**src/rtl/sha3_digest_scan_out.sv**
```systemverilog
// Captures the SHA3 digest on a rising complete edge and unloads it as CHUNK_W chunks, lowest first.
// Optional scan_parity output (XOR of the current chunk) is enabled by defining SCAN_OUT_PARITY_EN.
module sha3_digest_scan_out #(
  parameter int unsigned DIGEST_W = 256,
  parameter int unsigned CHUNK_W  = 64
) (
  input  logic                clk,
  input  logic                reset,
  input  logic                enable,
  input  logic                complete,
  input  logic [DIGEST_W-1:0] digest,
  input  logic                scan_ready,
  output logic                scan_valid,
  output logic [CHUNK_W-1:0]  scan_out,
  output logic                scan_last,
  output logic                busy,
  output logic                overrun
`ifdef SCAN_OUT_PARITY_EN
  ,
  output logic                scan_parity
`endif
);

  localparam int unsigned NUM_CHUNK = DIGEST_W / CHUNK_W;
  localparam int unsigned IDX_W     = (NUM_CHUNK > 1) ? $clog2(NUM_CHUNK) : 1;
  localparam logic [IDX_W-1:0] LAST_IDX = IDX_W'(NUM_CHUNK - 1);

  typedef enum logic {
    IDLE  = 1'b0,
    SHIFT = 1'b1
  } state_t;

  state_t              state_q, state_d;
  logic [IDX_W-1:0]    idx_q, idx_d;
  logic [DIGEST_W-1:0] shadow_q, shadow_d;
  logic                complete_q;
  logic                overrun_d;
  logic                cap;
  logic                xfer;
  logic [CHUNK_W-1:0]  chunk_d;

  // Next-state, capture and overrun decisions; outputs are precomputed here and registered below.
  always_comb begin
    state_d   = state_q;
    idx_d     = idx_q;
    shadow_d  = shadow_q;
    overrun_d = overrun;
    cap       = enable & complete & ~complete_q;
    xfer      = scan_valid & scan_ready;
    chunk_d   = '0;

    case (state_q)
      IDLE: begin
        if (cap) begin
          shadow_d = digest;
          idx_d    = '0;
          state_d  = SHIFT;
        end
      end
      SHIFT: begin
        if (xfer) begin
          if (idx_q == LAST_IDX) begin
            idx_d = '0;
            // A capture landing on the final transfer chains straight into the next unload.
            if (cap) shadow_d = digest;
            else     state_d  = IDLE;
          end else begin
            idx_d = IDX_W'(idx_q + 1'b1);
            if (cap) overrun_d = 1'b1;
          end
        end else if (cap) begin
          overrun_d = 1'b1;
        end
      end
      default: state_d = IDLE;
    endcase

    for (int i = 0; i < int'(NUM_CHUNK); i++) begin
      if (idx_d == IDX_W'(i)) chunk_d = shadow_d[i*CHUNK_W +: CHUNK_W];
    end
  end

  // State, datapath and registered outputs.
  always_ff @(posedge clk or posedge reset) begin
    if (reset) begin
      state_q     <= IDLE;
      idx_q       <= '0;
      shadow_q    <= '0;
      complete_q  <= 1'b0;
      overrun     <= 1'b0;
      scan_valid  <= 1'b0;
      scan_last   <= 1'b0;
      busy        <= 1'b0;
      scan_out    <= '0;
`ifdef SCAN_OUT_PARITY_EN
      scan_parity <= 1'b0;
`endif
    end else begin
      state_q     <= state_d;
      idx_q       <= idx_d;
      shadow_q    <= shadow_d;
      complete_q  <= complete;
      overrun     <= overrun_d;
      scan_valid  <= (state_d == SHIFT);
      scan_last   <= (state_d == SHIFT) && (idx_d == LAST_IDX);
      busy        <= (state_d == SHIFT);
      scan_out    <= chunk_d;
`ifdef SCAN_OUT_PARITY_EN
      scan_parity <= ^chunk_d;
`endif
    end
  end

endmodule
```
**config.mk**
```make
export PLATFORM = sky130hd
export DESIGN_NAME = sha3_digest_scan_out
export DESIGN_NICKNAME = d
export VERILOG_FILES = /design/src/rtl/sha3_digest_scan_out.sv
export SDC_FILE = /design/constraint.sdc
export NUM_CORES = 1
export LEC_CHECK = 0
export BUFFER_PORTS_ARGS = -buffer_cell sky130_fd_sc_hd__buf_2
export CORE_MARGIN = 3
export CORE_UTILIZATION = 40
export DETAILED_ROUTE_END_ITERATION = 16
export GPL_TIMING_DRIVEN = 1
export PLACE_DENSITY_LB_ADDON = 0.1
export SLEW_MARGIN = 5
export SYNTH_ARGS = -nofsm -noshare
export SYNTH_HDL_FRONTEND = slang
export SYNTH_SLANG_ARGS = --single-unit
```
**constraint.sdc**
```tcl
create_clock -name clk -period 21.6 [get_ports clk]
set_input_delay 1.08 -clock clk [delete_from_list [all_inputs] [get_ports clk]]
set_output_delay 1.08 -clock clk [all_outputs]
set_load 0.005 [all_outputs]
```
==> metrics.md <==
| Metric | Value |
|---|---|
| Post-CTS sizing | 0 |
| DR pass1 iterations | 4 |
| Crit-path max FO | 67 |
| Fin. max-slew vios | 0 |
| Drt wl/cell | 19.03 um |
| Reg2reg start | idx_q[0] |
| Area growth, synth to finish | 23.11% |
| Worst-case clock buffer depth | 3 |
| Post-CTS setup buffers | 0 |
| Syn_nets | 1162 |
| Worst EP arrival | 3.87 ns |
| Cell row count | 67 |
| Synthesis Warnings | 0 |
| Global router's overall resource usage | 17.59% |
| Antenna-violating nets left | 0 |
| Count leader, synth | dfrtp_1 |
| Initial drt markers | 430 |
| Synth cell types | 30 |
| Via count | 8183 |
| Leak | 8.640 nW |
| First-pass GRT wire length | 50.45 mm |
| Clk Latency, worst-skew pair | 0.51 ns |
| Fmax | 0.2843 GHz |
| CP endpoint kind | flop |
| Vias per cell | 4.794 |
| Layout Skew | 0.01070 ns |
| Synthesized area per cell | 15.27 um2 |
| Post-synth EDFFs | 0 |
| CP Class | primary input to flop |
| Finished Layout Cells | 1707 |
| Die area | 36610 um2 |
| Die Y | 191.3 um |
| Clock sinks | 326 |
| Post-DP HPWL | 20.43 mm |
| Setup TNS after final layout | 0 ns |
| Synthesized area | 13740 um2 |
| Initial core utilization | 40.77% |
| Post-synth top flop | dfrtp_1 |
| Clk root buf | clkbuf_16 |
| Drc violations | 0 |
| Worst path max stage delay | 0.91 ns |
| Fin. Hold Viols | 0 |
| Sequential fraction of the synthesis area | 59.37% |
| Total CTS buffers | 38 |
| Design area | 16920 um2 |
| CTS tree | built |
| Peak VDD IR | 0.1162 mV |
| Status | complete, no violations |
| Drt total wl | 32.49 mm |
| GP Congestion | 0.7217 |
| Share of cells above drive strength 1 | 52.96% |
| Core Footprint | 33700 um2 |
| CTS Hold Bufs | 0 |
| Post-synth ARST share | 100.0% |
| Hold Crit Start | overrun |
| Reg-to-Reg End | scan_out[21] |
| Die Width | 191.3 um |
| Final critical-path required period | 3.517 ns |
| Max Cap Viol | 0 |
| DP Area | 15620 um2 |
| Critical-path cell list | buf_2 > and3b_2 > nand2b_4 > buf_4 > mux2_2 > o22ai_1 > a211oi_2 |
| Yosys reg bits | 326 |
| Period utilization | 16.28% |
| Hold_ws | 0.4627 ns |
| Final core utilization | 50.20% |
| Dpl cells | 1631 |
| Area leader, netlist | dfrtp_1 |
| Syn Inst Count | 900 |
| Final setup viols | 0 |
| Min-delay worst type | flop to flop |
| RSZ-0062 raised after global routing | false |
| Grt total ovfl | 0 |
| R2r setup slk | 18.14 ns |
| I/O Buffers | 328 |
| CP required | 21.96 ns |
| # fillers | 3043 |
| Synth cell count leaders | dfrtp_1 (326), mux2_2 (131), mux2i_1 (93) |
| Hold depth | 1 |
| Power Density | 157.0 nW/um2 |
| Antenna violations before repair | 15 |
| Clock slew at reported path FFs | 0.06 ns |
| Hold EP | overrun |
| I/O pins | 329 |
| Maximum number of pins on one net before global-route repair | 138 |
| Layout Nets | 1485 |
| Startpoint types | primary input |
| Slowest stage cell on the critical path | buf_4 |
| R2R depth | 7 |
| Rel. slew slack | 29.08% |
| Vias in the first global route | 8958 |
| Slew @ Worst Pin | 1.064 ns |
| Htree depth | 2 |
| Top post-synthesis cells by area | dfrtp_1 (59%), mux2_2 (11%), mux2_4 (8.2%), mux2i_1 (6.8%), a211oi_2 (4.6%) |
| Yosys top cell area share | 59.37% |
registers in the layout, summed over array words and instances (netlist names):
register	count
shadow_q	256
scan_out	64
complete_q	1
overrun	1
state_q	1
scan_last	1
idx_q	2
per-stage QoR:
stage                     worst slack, ns  power (mW)
final                               18.08       2.656
after global routing                17.91       2.841
after CTS                           18.12       2.698
after detailed placement            17.57       2.034
after global placement              17.59       2.022
after floorplan                     11.49       1.757
critical path: cells and delay by family:
| kind | cells | cell delay [ns] |
|---|---|---|
| buffers and inverters | 2 | 1.01 |
| AOI/OAI and AO/OA | 2 | 0.26 |
| muxes | 1 | 0.43 |
| and+or+nand+nor | 2 | 0.93 |
power breakdown:
group	switching [mW]	total [mW]	internal, mW
clock network	0.244	0.645	0.401
registers	0.0780	0.997	0.919
logic	0.506	1.01	0.508
worst max path at each step:
stage	from	end	slack (ns)	cells past startpoint
after floorplan	reset	complete_q	11.49	1
after detailed placement	complete	scan_out[30]	17.57	7
after global routing	complete	scan_out[20]	17.91	7
after global placement	complete	scan_out[21]	17.59	7
after CTS	complete	scan_out[48]	18.12	7
final	complete	scan_out[21]	18.08	7
cells in the final DEF, fill, tap and decap left out, types with 2 or more instances in the layout:
cell       instances
nor2b_1           50
diode_2            7
clkinv_2           5
bufinv_16          2
mux2i_1           93
o22ai_1           50
mux2_4            75
buf_4             10
inv_1             52
mux2_2           131
buf_2            328
a211oi_2          50
clkbuf_8           9
clkbuf_16         41
dfrtp_1          326
clkbuf_1          12
kinds of logic after synthesis:
family	synth area share (%)
buffers and inverters	4.835
flip-flops	59.37
AO/OA/AOI/OAI	7.121
adder cells (fa/ha/maj)	0.09104
multiplexers	25.71
AND/OR/NAND/NOR	2.877
metal layers:
layer	vias to the layer above	track usage, %	wire length [um]
met1	4028	23.53	14190
met5	-	0	125
li1	3825	-	-
met2	240	27.49	14840
met3	70	5.978	2671
met4	20	4.657	657
cell type report:
class,count,area (um2),share of cell area [%]
timing repair buffer,339,1737,10.27
antenna,7,17.52,0.1036
clock buffer,62,1195,7.064
clock inverter,7,85.08,0.5030
inverter,53,206.4,1.220
multi-input combinational,465,4957,29.30
sequential,326,8158,48.22
tap,448,560.5,3.314
No activity file was read; power rests on OpenSTA's default activity.
